[src/rtl/fft_coeff_loader.sv]
// rtl/fft_coeff_loader.sv - AHB-Lite initiator streaming window coefficients into the FFT coefficient RAM
// Optional running checksum of written coefficients: define COEFF_LOADER_CKSUM_EN.
module fft_coeff_loader #(
   parameter int          DW        = 16,
   parameter int          DATA_CNT  = 1024,
   parameter logic [31:0] BASE_ADDR = 32'h0000_0000
) (
   input  logic          clk,
   input  logic          reset,
   input  logic          start,
   output logic          busy,
   output logic          done,
   output logic          err,
   output logic          len_err,
   output logic [31:0]   cksum,
   input  logic [DW-1:0] tdata_s,
   input  logic          tvalid_s,
   input  logic          tlast_s,
   output logic          tready_s,
   output logic [31:0]   haddr_m,
   output logic [2:0]    hburst_m,
   output logic [2:0]    hsize_m,
   output logic [1:0]    htrans_m,
   output logic [31:0]   hwdata_m,
   output logic          hwrite_m,
   input  logic [31:0]   hrdata_m,
   input  logic          hready_m,
   input  logic          hresp_m
);
   localparam int            IW        = $clog2(DATA_CNT) + 1;
   localparam logic [IW-1:0] CNT       = IW'(DATA_CNT);
   localparam logic [1:0]    HT_IDLE   = 2'b00;
   localparam logic [1:0]    HT_NONSEQ = 2'b10;

   typedef enum logic [2:0] {S_IDLE, S_RUN, S_DRAIN, S_ABORT, S_FINISH} state_t;

   state_t        state, state_nx;
   logic [IW-1:0] idx;
   logic [15:0]   ap_half;
   logic          dp_valid;
   logic          start_ok, accept, last_beat, ahb_err1, dp_ok;
   logic          unused_hrdata;

   assign unused_hrdata = ^hrdata_m;

   assign hburst_m  = 3'b000;
   assign hsize_m   = 3'b001;
   assign hwrite_m  = 1'b1;
   assign busy      = (state != S_IDLE);
   assign done      = (state == S_FINISH);
   assign start_ok  = (state == S_IDLE) && start;
   assign accept    = tvalid_s && tready_s;
   assign last_beat = tlast_s || (idx == CNT - IW'(1));
   // First ERROR cycle; only meaningful while a data phase is outstanding.
   assign ahb_err1  = dp_valid && hresp_m && !hready_m;
   assign dp_ok     = dp_valid && hready_m && !hresp_m;

   always_ff @(posedge clk) begin
      if (reset) state <= S_IDLE;
      else       state <= state_nx;
   end

   always_comb begin
      state_nx = state;
      tready_s = 1'b0;
      case (state)
         S_IDLE:   if (start) state_nx = S_RUN;
         S_RUN: begin
            tready_s = hready_m && !hresp_m && (idx < CNT);
            if (ahb_err1)                state_nx = S_ABORT;
            else if (accept && last_beat) state_nx = S_DRAIN;
         end
         S_DRAIN: begin
            if (ahb_err1)                               state_nx = S_ABORT;
            else if (hready_m && htrans_m == HT_IDLE)   state_nx = S_FINISH;
         end
         S_ABORT:  if (hready_m) state_nx = S_FINISH;
         S_FINISH: state_nx = S_IDLE;
         default:  state_nx = S_IDLE;
      endcase
   end

   // Address phase (htrans/haddr/ap_half) and data phase (dp_valid/hwdata) advance only on hready.
   always_ff @(posedge clk) begin
      if (reset) begin
         idx      <= '0;
         ap_half  <= '0;
         dp_valid <= 1'b0;
         htrans_m <= HT_IDLE;
         haddr_m  <= '0;
         hwdata_m <= '0;
         err      <= 1'b0;
         len_err  <= 1'b0;
      end else begin
         if (start_ok) begin
            idx     <= '0;
            err     <= 1'b0;
            len_err <= 1'b0;
         end
         if (ahb_err1) begin
            htrans_m <= HT_IDLE;
            err      <= 1'b1;
         end else if (hready_m) begin
            dp_valid <= (htrans_m == HT_NONSEQ);
            if (htrans_m == HT_NONSEQ) hwdata_m <= {ap_half, ap_half};
            if (accept) begin
               htrans_m <= HT_NONSEQ;
               haddr_m  <= BASE_ADDR + 32'({idx, 1'b0});
               ap_half  <= 16'(tdata_s);
               idx      <= idx + IW'(1);
               if (last_beat) len_err <= !(tlast_s && idx == CNT - IW'(1));
            end else begin
               htrans_m <= HT_IDLE;
            end
         end
      end
   end

`ifdef COEFF_LOADER_CKSUM_EN
   logic [31:0] cksum_q;

   always_ff @(posedge clk) begin
      if (reset)         cksum_q <= '0;
      else if (start_ok) cksum_q <= '0;
      else if (dp_ok)    cksum_q <= cksum_q + {16'h0, hwdata_m[15:0]};
   end

   assign cksum = cksum_q;
`else
   logic unused_dp_ok;

   assign unused_dp_ok = dp_ok;
   assign cksum        = 32'h0;
`endif

endmodule

[config.mk]
export PLATFORM = sky130hd
export DESIGN_NAME = fft_coeff_loader
export DESIGN_NICKNAME = d
export VERILOG_FILES = /design/src/rtl/fft_coeff_loader.sv
export SDC_FILE = /design/constraint.sdc
export NUM_CORES = 1
export LEC_CHECK = 0
export ABC_CLOCK_PERIOD_IN_PS = 1700
export BUFFER_PORTS_ARGS = -buffer_cell sky130_fd_sc_hd__buf_4
export CORE_ASPECT_RATIO = 0.6
export CORE_UTILIZATION = 45
export DETAILED_ROUTE_END_ITERATION = 8
export MAX_ROUTING_LAYER = met4
export PLACE_DENSITY = 0.79
export SYNTH_ARGS = -nofsm -noshare
export SYNTH_HDL_FRONTEND = slang
export SYNTH_SLANG_ARGS = --single-unit
[constraint.sdc]
create_clock -name clk -period 1.7 [get_ports clk]
set_input_delay 0.17 -clock clk [delete_from_list [all_inputs] [get_ports clk]]
set_output_delay 0.17 -clock clk [all_outputs]
set_load 0.005 [all_outputs]
# Yosys cells after proc, flatten, opt, wreduce, memory -nomap -nowiden
# Index checks and enable logic that the tools add are counted.
# totals
regBits	78
inputBits	55
out_inout_bits	110
# classes
addsub	1
order_cmp	1
eq_ne	10
muxes	20
bitwise_logic	1
n_reduce_logical	22
# ops
cell	count
2-to-1 mux 11 bit	4
2-to-1 mux 3 bit	6
one-hot mux 3 bit (4 select lines)	1
adder 11 x 1 -> 11 bit, second input constant	1
equality test 11 x 10 -> 1 bit, second input constant	1
less-than comparator 11 bit, second input constant	1
logical AND 1 bit	9
2-to-1 mux 1 bit	8
equality test 3 x 2 -> 1 bit, second input constant	2
inequality test 3 bit, second input constant	2
AND reduction 3 bit	2
inequality test 2 bit, second input constant	2
AND reduction 4 bit	1
equality test 3 x 1 -> 1 bit, second input constant	1
equality test 3 bit, second input constant	1
zero test 1 bit	3
zero test 3 bit	1
nonzero test 3 bit	1
equality test 2 bit, second input constant	1
zero test 2 bit	1
2-to-1 mux 2 bit	1
AND reduction 2 bit	1
nonzero test 2 bit	1
OR reduction 2 bit	1
2 further kinds	2

# Logic depth before layout (Yosys ltp)
# Gate-level depths: netlist (run 1).
# depth
depth_word	9
ltp_mapped	7
mapped_depth_nobuf	5

# Worst setup path after synthesis (run 1)
# No wires, ideal clock.
# synth_path
path_kind	register to register
from	register state[1]
to	register idx[3]
t_arrival_ns	1.444
setup_slack_ns	0.128
stages_incl_launch_ff	7
n_path_buf	2
synth_period_minus_slack_ns	1.572
path_cell_list	dfxtp_1 -> buf_6 -> or3b_1 -> buf_6 -> o311ai_0 -> o31a_1 -> nor2_1
# synth_via
elab_chain_len	6
elab_cells_between_ends	9
cone_classes	1 x eq/ne; 5 x mux; 3 x reduce/logical
# synth_rtl
element	line	source
start, declared	37	state_t state, state_nx;
start signal, assigned	60	else state <= state_nx;
equality test 3 x 1 -> 1 bit / zero test 3 bit (equally long branches)	66, 51	
2-to-1 mux 1 bit / logical AND 1 bit (equally long branches)	66, 51	
logical AND 1 bit / 2-to-1 mux 11 bit (equally long branches)	52, 95	
2-to-1 mux 11 bit	106	if (accept) begin
2-to-1 mux 11 bit	103	end else if (hready_m) begin
2-to-1 mux 11 bit (*)	100	if (ahb_err1) begin
end signal, assigned	110	idx <= idx + IW'(1);
end, declared	38	logic [IW-1:0] idx;
# Mark *: on every way between the ends. The rest lies on a longest branch, timed or not.
# A chain may end at the register's enable or synchronous reset.

# Worst setup path in the final report (run 1)
# layout_path
from	register idx[10]
to	register idx[7]
# layout_via
elab_chain_len	7
# layout_rtl
element	line	source
less-than comparator 11 bit	69	tready_s = hready_m && !hresp_m && (idx < CNT);
logical AND 1 bit	69	
2-to-1 mux 1 bit	66	case (state)
logical AND 1 bit	52	assign accept = tvalid_s && tready_s;
2-to-1 mux 11 bit	106	
2-to-1 mux 11 bit	103	
2-to-1 mux 11 bit	100	
# No other way between the ends.

==> metrics.md, run 1 <==
| Metric | Value |
|---|---|
| Status | completed |
| Largest net degree at the start of global routing | 46 |
| Post-synthesis cell type count | 54 |
| CTS clock-pin slew for the worst setup and hold paths | 0.05 ns |
| Hold-fix buffers, CTS | 0 |
| RSZ-0062 raised after global routing | yes |
| Area occupied by multi-input gates | 1460 µm² |
| Initial Utilization | between 40% and 50% |
| N_diodes | 0 |
| Worst Hold Class | primary input to flop |
| Maximum VDD drop | 0.592 mV |
| Core area | ~6700 µm² |
| Worst Path Buf+Inv | 0 |
| Layout cells sized above 1 | 26.6% |
| Clock Latency Late Sink | between 0.3 and 0.4 ns |
| CP top delay family | simple AND/OR/NAND/NOR gates |
| First drt pass iteration count | 4 |
| Fill cells | ~630 |
| Lkg Pwr | about 1.6 nW |
| Least-Margin Pin Slew | 0.626 ns |
| Initial antenna violation count | 0 |
| Synth Register Bits | 61 |
| Final period utilization | 96.7% |
| Fin. Hold Viols | 0 |
| Fin. max-slew vios | 0 |
| DRT antenna net count | 0 |
| Fmax | 608 MHz |
| Clk buf depth | 2 |
| Final nets | approximately 500 |
| Area of the mapped netlist | 3140 µm² |
| Crit path max-delay cell type | or4_1 |
| Syn_area_per_cell | 8.19 µm² |
| Clock tree sinks | 61 |
| Register area share after synthesis | 38.9% |
| Main area contributors after synthesis | dfxtp_1 39%, buf_4 19%, nand2_1 11% |
| Layout area overhead | 21.4% |
| Critical Path AT | 1.90 ns |
| Post-synth EDFFs | 0 |
| Via-per-instance ratio | 4.80 |
| CP max stage delay | 0.51 ns |
| First-pass GRT wire length | ~10000 µm |
| Total grt overflow | 0 |
| Top_reg_cell synth | dfxtp_1 |
| I/O pins | around 170 |
| Post-DP HPWL | around 4900 µm |
| Gate Count Post-Synth | 383 |
| Worst setup EP type | flop |
| Critical path startpoint category | flop |
| Vias | 2562 |
| Top cell type by total area after synthesis | dfxtp_1 |
| 1st-iter DRT viols | between 150 and 200 |
| CTS H-tree depth | 3 |
| Crit-path cells | and4bb_4 -> nand2_2 -> or4_1 -> a21oi_1 |
| Slew Limit Headroom | 58.3% |
| CP Data Required Time | 1.96 ns |
| Die H | 66.7 µm |
| Wire length per cell | 12.6 µm |
| Crit-path max FO | 6 |
| Cell Rows | 23 |
| DR DRC count | 0 |
| Area occupied by registers | about 1200 µm² |
| Total routed wirelength | 6730 µm |
| Final setup fails | 0 |
| Die Wd | 110 µm |
| Yosys Warn Count | 0 |
| Max_cap viols | 0 |
| Tot GR Track Use | 19.8% |
| Area fraction of the dominant cell type after synthesis | 38.9% |
| Commonest non-fill, non-tap cell in the layout | nand2_1 |
| RD Place Congestion | 0.824 |
| TritonCTS clock tree | done |
| Commonest non-fill, non-tap cells in the layout | 92 x nand2_1, 87 x buf_4, 61 x conb_1 |
| Pwr/cell area | roughly 1000 nW/µm² |
| IO Port Bufs | 71 |
| Min cycle time layout | 1.64 ns |
| Asr flop ratio synth | 0% |
| Setup TNS | 0 ns |
| Path type of the worst setup path | flop to flop |
| Root buf cell | clkbuf_16 |
| Clk_skew | 0.00496 ns |
| CTS Buf Count | 9 |
| Vias in the first global route | 2246 |
| Final core utilization | between 50 and 60% |
| Die area | roughly 7300 µm² |
-- final timing paths --
path | depth (start not counted) | slack [ns] | endpoint | startpoint
worst max-delay path | 4 | 0.06 | idx[7] | idx[10]
worst max register to register | 4 | 0.06 | idx[7] | idx[10]
worst min-delay path | 3 | 0.09 | ap_half[9] | tdata_s[9]
worst min register to register | 2 | 0.45 | hwdata_m[26] | ap_half[10]
-- what timing repair did --
action	CTS	global route
buffers inserted	1	0
resized for setup	4	7
setup endpoints to repair	5	25
-- sequential cells by signal (all words and copies together) (netlist names) --
| name | cells |
|---|---|
| hwdata_m | 16 |
| state | 3 |
| idx | 11 |
| dp_valid | 1 |
| err | 1 |
| haddr_m | 11 |
| len_err | 1 |
| htrans_m | 1 |
| ap_half | 16 |
-- report_power, final --
| part | total [W] | internal (W) | switching [W] |
|---|---|---|---|
| clock | 0.00209 | 0.00147 | 0.000626 |
| combinational | 0.000423 | 0.000183 | 0.000240 |
| sequential | 0.00148 | 0.00146 | 0.0000183 |
| total | 0.00399 | 0.00311 | 0.000884 |
-- worst min-delay path: stages --
cell and delay [ns]:
buf_4 0.11, nand2_1 0.04, a21oi_1 0.05
-- layer usage --
layer  track usage, %  part of all wire, %  vias to the layer above
met5                -                    0                        -
met4             10.5                  1.3                        0
met3             6.07                  6.0                       12
li1                 -                    -                     1268
met2             29.0                   46                       86
met1             24.6                   47                     1196
-- cells in the mapped netlist, drive strengths merged, types with 2 or more instances --
master,count
a31oi,2
dfxtp,61
or3b,2
inv,4
and3b,2
buf,87
nor3,7
nor4,2
a21oi,52
xnor2,2
o311ai,4
a211oi,2
or3,3
nor2,9
nand3,4
or4,2
clkbuf,11
nand2,93
conb,2
and3,2
nor3b,4
nand2b,3
-- metrics by stage --
step	power (W)	setup slack [ns]	cells	hold WS [ns]	cell area, µm²
finish	0.00399	0.0557	534	0.0865	3810
global route	0.00412	-0.0340	534	0.0816	3810
CTS	0.00400	0.0393	534	0.0774	3770
detailed placement	0.00189	-0.0205	517	0.424	3410
global placement	0.00188	0.0219	517	0.420	3410
floorplan	0.00186	0.128	442	0.306	3360
-- layout make-up --
class / instances / area share, %
multi-input cells: 279 / 38.4
flip-flops and latches: 61 / 32.2
repair buffers: 87 / 17.2
clock buffers: 12 / 6.48
well taps: 87 / 2.86
clock inverters: 4 / 2.50
inverters: 4 / 0.394
-- kinds of logic (layout without fill, tap and decap cells) --
kind of cell / Yosys count / after routing / share of synthesized area [%]
xor gates and xnor gates: 2 / 2 / 0.559
and+or+nand+nor: 142 / 142 / 22.7
other: 2 / 61 / 0.240
buffers and inverters: 102 / 107 / 22.9
AOI/OAI and AO/OA: 70 / 70 / 13.2
DFF: 61 / 61 / 38.9
muxes: 2 / 2 / 0.678
adders and majority gates: 2 / 2 / 0.718
No activity file was read; power rests on OpenSTA's default activity.
==> inputs of run 2 (changes only) <==
--- a/config.mk
+++ b/config.mk
@@ -5,13 +5,16 @@
 export SDC_FILE = /design/constraint.sdc
 export NUM_CORES = 1
 export LEC_CHECK = 0
+export ABC_AREA = 1
 export ABC_CLOCK_PERIOD_IN_PS = 1700
 export BUFFER_PORTS_ARGS = -buffer_cell sky130_fd_sc_hd__buf_4
 export CORE_ASPECT_RATIO = 0.6
 export CORE_UTILIZATION = 45
 export DETAILED_ROUTE_END_ITERATION = 8
+export GPL_ROUTABILITY_DRIVEN = 0
 export MAX_ROUTING_LAYER = met4
-export PLACE_DENSITY = 0.79
+export PLACE_DENSITY = 0.8
+export SETUP_SLACK_MARGIN = 0.5
 export SYNTH_ARGS = -nofsm -noshare
 export SYNTH_HDL_FRONTEND = slang
 export SYNTH_SLANG_ARGS = --single-unit
==> run 2 against run 1 <==
Effect of this change:
- clock skew rose by 0.0025 ns
- setup slack better by 0.22 ns
- first-iteration DRC count fell by 20%
- hold slack lost 0.0087 ns
- combinational power up 120%
- count of clock-buffer cells in the layout shrank 1
- flip-flop and latch count is the same
- critical path depth is 5 higher
- final area grew 3.9%
- synthesized area down 3.2%
- critical path type unchanged
- critical endpoint is now idx[2]
==> metrics.md, run 2 <==
| Metric | Value |
|---|---|
| Critical path startpoint category | flop |
| Max_cap viols | 0 |
| Syn_area_per_cell | between 7 and 8 µm² |
| Clk_skew | ~0.0075 ns |
| TritonCTS clock tree | done |
| Most frequent cell after synthesis | nor2_1 |
| Fin. max-slew vios | 0 |
| Final period utilization | a little over four fifths |
| 1st-iter DRT viols | 133 |
| Lkg Pwr | 1.77 nW |
| CTS H-tree depth | 3 |
| IO Port Bufs | 71 |
| Highest routed layer | met4 |
| Clk buf depth | 2 |
| Clock Latency Late Sink | around 0.34 ns |
| DRT antenna net count | 0 |
| CP Data Required Time | about 1.9 ns |
| Fin. Hold Viols | 0 |
| Cell Rows | 22 |
| Core area | 6300 µm² |
| Clock tree sinks | a little over 60 |
| Layout area overhead | 30.2% |
| Area fraction of the dominant cell type after synthesis | 40.2% |
| Initial antenna violation count | 0 |
| R2R Path Start | state[0] |
| Final setup fails | 0 |
| Commonest non-fill, non-tap cell in the layout | buf_4 |
| Wire length per cell | 12.4 µm |
| Worst Hold Class | primary input to flop |
| Fmax | approximately 700 MHz |
| Post-synth EDFFs | 0 |
| Status | completed |
| Post-DP HPWL | 4640 µm |
| Gate Count Post-Synth | 405 |
| Crit path max-delay cell type | dfxtp_4 |
| Post-synth top cells | 88 x nor2_1, 79 x buf_4, 61 x dfxtp_1 |
| Initial Utilization | 48.2% |
| Area occupied by multi-input gates | 1420 µm² |
| First drt pass iteration count | 4 |
| Post-synthesis cell type count | 28 |
| Die Wd | 108 µm |
| Main area contributors after synthesis | dfxtp_1 40%, buf_4 20%, nor2_1 11% |
| Top cell type by total area after synthesis | dfxtp_1 |
| Total length of routed met3 wires | 484 µm |
| Path type of the worst setup path | flop to flop |
| Die area | about 7100 µm² |
| Met2 WL post-DR | 3320 µm |
| Critical Path Source | state[0] |
| R2R depth | 9 |
| WP depth | 9 |
| CTS Buf Count | 9 |
| Setup slack, reg-to-reg | 0.28 ns |
| Critical Path AT | 1.64 ns |
| Vias | 2601 |
| Root buf cell | clkbuf_8 |
| Largest net degree at the start of global routing | 34 |
| Fill cells | ~550 |
| Worst Path Buf+Inv | 3 |
| Final nets | 535 |
| Setup TNS | 0 ns |
| Total grt overflow | 0 |
| Yosys Warn Count | 0 |
| Synth Register Bits | 61 |
| Top_reg_cell synth | dfxtp_1 |
| Asr flop ratio synth | 0% |
| Register area share after synthesis | 40.2% |
| Tot GR Track Use | slightly above 20% |
| Critical path endpoint | idx[2] |
| Min cycle time layout | approximately 1.4 ns |
| CTS clock-pin slew for the worst setup and hold paths | 0.07 ns |
| Hold-fix buffers, CTS | 0 |
| CP top delay family | simple AND/OR/NAND/NOR gates |
| Crit-path max FO | 8 |
| Vias in the first global route | 2296 |
| Crit-path cells | buf_4 -> nor2_4 -> nand2_2 -> nor2_4 -> inv_4 -> nand2_1 -> inv_1 -> o21ai_0 -> a21oi_1 |
| I/O pins | 165 |
| Worst setup EP type | flop |
| DR DRC count | 0 |
| Die H | 65.6 µm |
| Biggest regs | ap_half (16), hwdata_m (16) |
| CP dominant cell by count | nor2_4 |
| Via-per-instance ratio | 4.59 |
| CP max stage delay | between 0.3 and 0.4 ns |
| N_diodes | 0 |
| DRT met1 WL | between 3000 and 4000 µm |
| Hold_ws | 0.0778 ns |
| Commonest non-fill, non-tap cells in the layout | 83 x buf_4, 81 x nor2_1, 61 x conb_1 |
| R2R Path End | idx[2] |
| Pwr/cell area | 1040 nW/µm² |
| Maximum VDD drop | 0.549 mV |
| RSZ-0062 raised after global routing | yes |
| Total routed wirelength | 7050 µm |
| First-pass GRT wire length | 10800 µm |
| Area occupied by registers | 1230 µm² |
| Area of the mapped netlist | 3040 µm² |
| Layout cells sized above 1 | around a third |
## run 2: cell count changes after synthesis, moves of 3 or more
cell and change:
nand2b_1 -3, o21ai_0 +45, a21oi_1 -34, nand3_1 +9, nand3_2 +3, buf_6 -3, inv_1 +15, nor2_1 +80
o311ai_0 -4, or3_1 -3, nor3_1 +4, clkbuf_1 -4, a21oi_2 +3, nand2_1 -57
## run 2: repair_timing
item	CTS	global route
pin swaps	10	8
cloned	2	1
resized for setup	25	27
endpoints found under the setup margin	61	63
setup buffers	9	7
## run 2: worst min path at each step
stage	slack, ns	cells past startpoint	from	end
2_1_floorplan	0.24	1	reset	state[2]
3_3_place_gp	0.43	3	tdata_s[3]	ap_half[3]
3_5_place_dp	0.43	3	tdata_s[3]	ap_half[3]
4_1_cts	0.06	3	tdata_s[3]	ap_half[3]
5_1_grt	0.06	3	tdata_s[3]	ap_half[3]
6_report	0.08	3	tdata_s[3]	ap_half[3]
## run 2: tightest hold or removal path: cells and delay by family
kind            cells  cell delay (ns)
compound gates      1             0.07
buf+inv             1             0.07
simple gates        1             0.07
## run 2: area by class of cell
| type | instances | share of cell area, % |
|---|---|---|
| sequential | 61 | 31.2 |
| clock inverter | 4 | 2.41 |
| multi-input combinational | 291 | 36.0 |
| tap | 84 | 2.66 |
| clock buffer | 11 | 3.83 |
| timing repair buffer | 95 | 21.8 |
| inverter | 21 | 2.15 |
## run 2: per-stage QoR
stage | worst slack [ns] | cell area [µm²] | instances | power, W | utilization [%]
finish | 0.280 | 3950 | 567 | 0.00413 | 62.7
global route | 0.195 | 3950 | 567 | 0.00435 | 62.7
CTS | 0.265 | 3800 | 559 | 0.00403 | 60.2
detailed placement | 0.182 | 3290 | 533 | 0.00226 | 52.2
global placement | 0.206 | 3290 | 533 | 0.00224 | 52.2
floorplan | 0.494 | 3270 | 464 | 0.00215 | -
## run 2: kinds of logic (layout without fill, tap and decap cells)
family / after synthesis / after routing / share of synthesized area, %
XOR/XNOR: 1 / 1 / 0.288
flip-flops: 61 / 61 / 40.2
AND/OR/NAND/NOR: 155 / 155 / 21.8
buffers and inverters: 112 / 131 / 24.2
AO/OA/AOI/OAI: 73 / 73 / 12.9
adder cells (fa/ha/maj): 1 / 1 / 0.412
other: 2 / 61 / 0.247
## run 2: per-layer routing
metal | GRT usage, % | up-vias
met2 | 31.4 | 92
met5 | - | -
met4 | 6.85 | 0
met1 | 25.8 | 1191
met3 | 6.35 | 9
li1 | - | 1309
## run 2: power by group
group	switching (W)	internal [W]	leakage, nW
clock network	0.000550	0.00104	0.125
registers	0.0000860	0.00152	0.496
logic	0.000509	0.000425	1.15
==> inputs of run 3 (changes only) <==
--- a/config.mk
+++ b/config.mk
@@ -6,14 +6,14 @@
 export NUM_CORES = 1
 export LEC_CHECK = 0
 export ABC_AREA = 1
-export ABC_CLOCK_PERIOD_IN_PS = 1700
+export ABC_CLOCK_PERIOD_IN_PS = 1140
 export BUFFER_PORTS_ARGS = -buffer_cell sky130_fd_sc_hd__buf_4
 export CORE_ASPECT_RATIO = 0.6
-export CORE_UTILIZATION = 45
+export CORE_UTILIZATION = 40
 export DETAILED_ROUTE_END_ITERATION = 8
 export GPL_ROUTABILITY_DRIVEN = 0
 export MAX_ROUTING_LAYER = met4
-export PLACE_DENSITY = 0.8
+export PLACE_DENSITY = 0.75
 export SETUP_SLACK_MARGIN = 0.5
 export SYNTH_ARGS = -nofsm -noshare
 export SYNTH_HDL_FRONTEND = slang
==> constraint.sdc (replaced) <==
create_clock -name clk -period 1.14 [get_ports clk]
set_input_delay 0.114 -clock clk [delete_from_list [all_inputs] [get_ports clk]]
set_output_delay 0.114 -clock clk [all_outputs]
set_load 0.005 [all_outputs]
==> run 3 against run 2 <==
Effect of this change:
- the run now ends with setup timing left
- setup slack got worse by 0.52 ns
- sequential power increased by 49%
- clock power up 94%
- power grew 74%
- clock skew fell by 0.0018 ns
- utilization is 5.7 points higher
- wire length is 25% higher
- first-iteration DRC count increased by 64%
- via count grew 13%
- flip-flop and latch count unchanged
- critical endpoint is now tready_s
- largest cell class unchanged
==> metrics.md, run 3 (synthesis gave the netlist of run 2 again) <==
| Metric | Value |
|---|---|
| Status | finished, violations left |
| Violated checks | setup timing |
| Die H | 69.5 µm |
| Internal | 0.00525 W |
| Critical path endpoint | tready_s |
| First-pass GRT wire length | approximately 13000 µm |
| CTS Buf Count | 9 |
| Clk pwr share | 42.9% |
| Post-DP HPWL | 5060 µm |
| Cell Rows | 24 |
| Hold_ws | 0.0420 ns |
| Pwr/cell area | 1440 nW/µm² |
| CP Data Required Time | 1.03 ns |
| WP depth | 7 |
| Maximum VDD drop | 1.03 mV |
| Switching Share | 27.2% |
| First drt pass iteration count | 5 |
| DP Area | 3670 µm² |
| Hold-fix buffers, CTS | 0 |
| Total grt overflow | 0 |
| Final instance area | 5000 µm² |
| Critical Path AT | 1.26 ns |
| Worst Hold Class | primary input to flop |
| CTS H-tree depth | 3 |
| Final worst slack | -0.237 ns |
| IO Port Bufs | about 70 |
| Worst setup EP type | output pin |
| Core area | 7300 µm² |
| TritonCTS clock tree | done |
| Initial antenna violation count | 0 |
| R2R Path End | state[0] |
| Commonest non-fill, non-tap cells in the layout | 76 x buf_4, 61 x conb_1, 58 x nor2_1 |
| Min cycle time layout | 1.38 ns |
| R2R Path Start | idx[10] |
| Layout area overhead | 64.5% |
| R2R depth | 10 |
| DR DRC count | 0 |
| Commonest non-fill, non-tap cell in the layout | buf_4 |
| Switching pwr | around 0.002 W |
| Path type of the worst setup path | flop to output pin |
| Critical path startpoint category | flop |
| Via-per-instance ratio | 4.65 |
| Worst Path Buf+Inv | 4 |
| CTS clock-pin slew for the worst setup and hold paths | roughly 0.05 ns |
| Final nets | 582 |
| Crit path max-delay cell type | dfxtp_2 |
| Initial Utilization | 41.6% |
| Wire length per cell | roughly 14 µm |
| Crit-path cells | inv_2 -> nand2_2 -> nor2_4 -> nand2_2 -> buf_4 -> inv_2 -> buf_4 |
| Final period utilization | 121% |
| Root buf cell | clkbuf_16 |
| DRT antenna net count | 0 |
| Setup slack, reg-to-reg | -0.23 ns |
| Combinational group share of total power | 23.9% |
| Fin. max-slew vios | 0 |
| Total routed wirelength | 8840 µm |
| Fmax | 726 MHz |
| CP max stage delay | 0.32 ns |
| Sequential power share | 33.2% |
| Clk buf depth | 2 |
| Fin. Hold Viols | 0 |
| Biggest regs | ap_half (16), hwdata_m (16) |
| Final setup fails | 50 |
| Clock Latency Late Sink | approximately 0.32 ns |
| Max_cap viols | 0 |
| N_diodes | 0 |
| Largest net degree at the start of global routing | 43 |
| CP top delay family | buffers and inverters |
| I/O pins | around 170 |
| Die area | ~8000 µm² |
| Clock tree sinks | 61 |
| Layout cells sized above 1 | between 50% and 60% |
| 1st-iter DRT viols | 218 |
| Die Wd | 114 µm |
| Vias | around 3000 |
| RSZ-0062 raised after global routing | yes |
| Tot GR Track Use | 22.9% |
| Crit-path max FO | 2 |
| Critical Path Source | idx[10] |
| Lkg Pwr | about 2.2 nW |
| Vias in the first global route | 2727 |
| Clk_skew | around 0.0057 ns |
==> run 3: cell types whose count changed in the layout (fill, tap and decap cells not counted), moves of 11 or more <==
cell / change
o21ai_0: -22
nor2_4: +15
dfxtp_2: +21
buf_6: +51
o21ai_2: +15
dfxtp_1: -30
nor2_1: -23
clkbuf_8: -11
==> run 3: worst min path at each step <==
stage	start	end	slack [ns]	depth (start not counted)
floorplan	reset	idx[0]	0.18	1
global placement	tdata_s[6]	ap_half[6]	0.37	3
global route	tdata_s[9]	ap_half[9]	0.08	3
CTS	tdata_s[4]	ap_half[4]	0.04	3
detailed placement	tdata_s[4]	ap_half[4]	0.38	3
finish	tdata_s[4]	ap_half[4]	0.04	3
==> run 3: final cells by class <==
cell class | instances | area (µm²)
inverters | 21 | 95.1
clock buffers | 10 | 229
flip-flops and latches | 61 | 1290
multi-input cells | 291 | 1680
fillers | 527 | 2300
clock inverters | 6 | 111
well taps | 104 | 130
repair inverters | 1 | 20.0
repair buffers | 141 | 1440
==> run 3: worst reg2reg max path, cell delays in order, from the launching register on <==
cell,delay [ns]
dfxtp_2,0.32
inv_2,0.06
nand2_2,0.07
nor2_4,0.12
nand2_2,0.09
nor2_4,0.19
nand2_2,0.12
nand2_4,0.10
nand3_2,0.07
nand2_1,0.08
nor2_1,0.04
==> run 3: power groups by stage <==
stage | clock (W) | sequential, W | combinational, W
2_1_floorplan | 0 | 0.00240 | 0.000843
3_3_place_gp | 0 | 0.00240 | 0.00123
3_5_place_dp | 0 | 0.00240 | 0.00126
4_1_cts | 0.00313 | 0.00238 | 0.00158
5_1_grt | 0.00323 | 0.00240 | 0.00186
6_report | 0.00309 | 0.00239 | 0.00172
==> run 3: repair_timing <==
action / in CTS / in global routing
resized for setup: 164 / 37
pin swaps: 20 / 5
gates cloned: 5 / 1
endpoints found under the setup margin: 110 / 110
buffers inserted: 17 / 7
==> run 3: per-stage QoR <==
stage	std cells	setup TNS (ns)	setup WS, ns	utilization [%]	total power, W
after CTS	627	-6.63	-0.188	66.0	0.00709
after global placement	589	-4.26	-0.216	50.3	0.00363
after global routing	635	-11.54	-0.307	68.5	0.00749
final	635	-8.18	-0.237	68.5	0.00721
after floorplan	464	-1.15	-0.0643	-	0.00324
after detailed placement	589	-5.72	-0.192	50.3	0.00366
==> run 3: per-layer routing <==
layer	global-route usage, %	share of wire (%)
met5	-	0
met3	5.24	6.6
met1	28.3	44
met2	36.4	48
met4	8.51	2.0
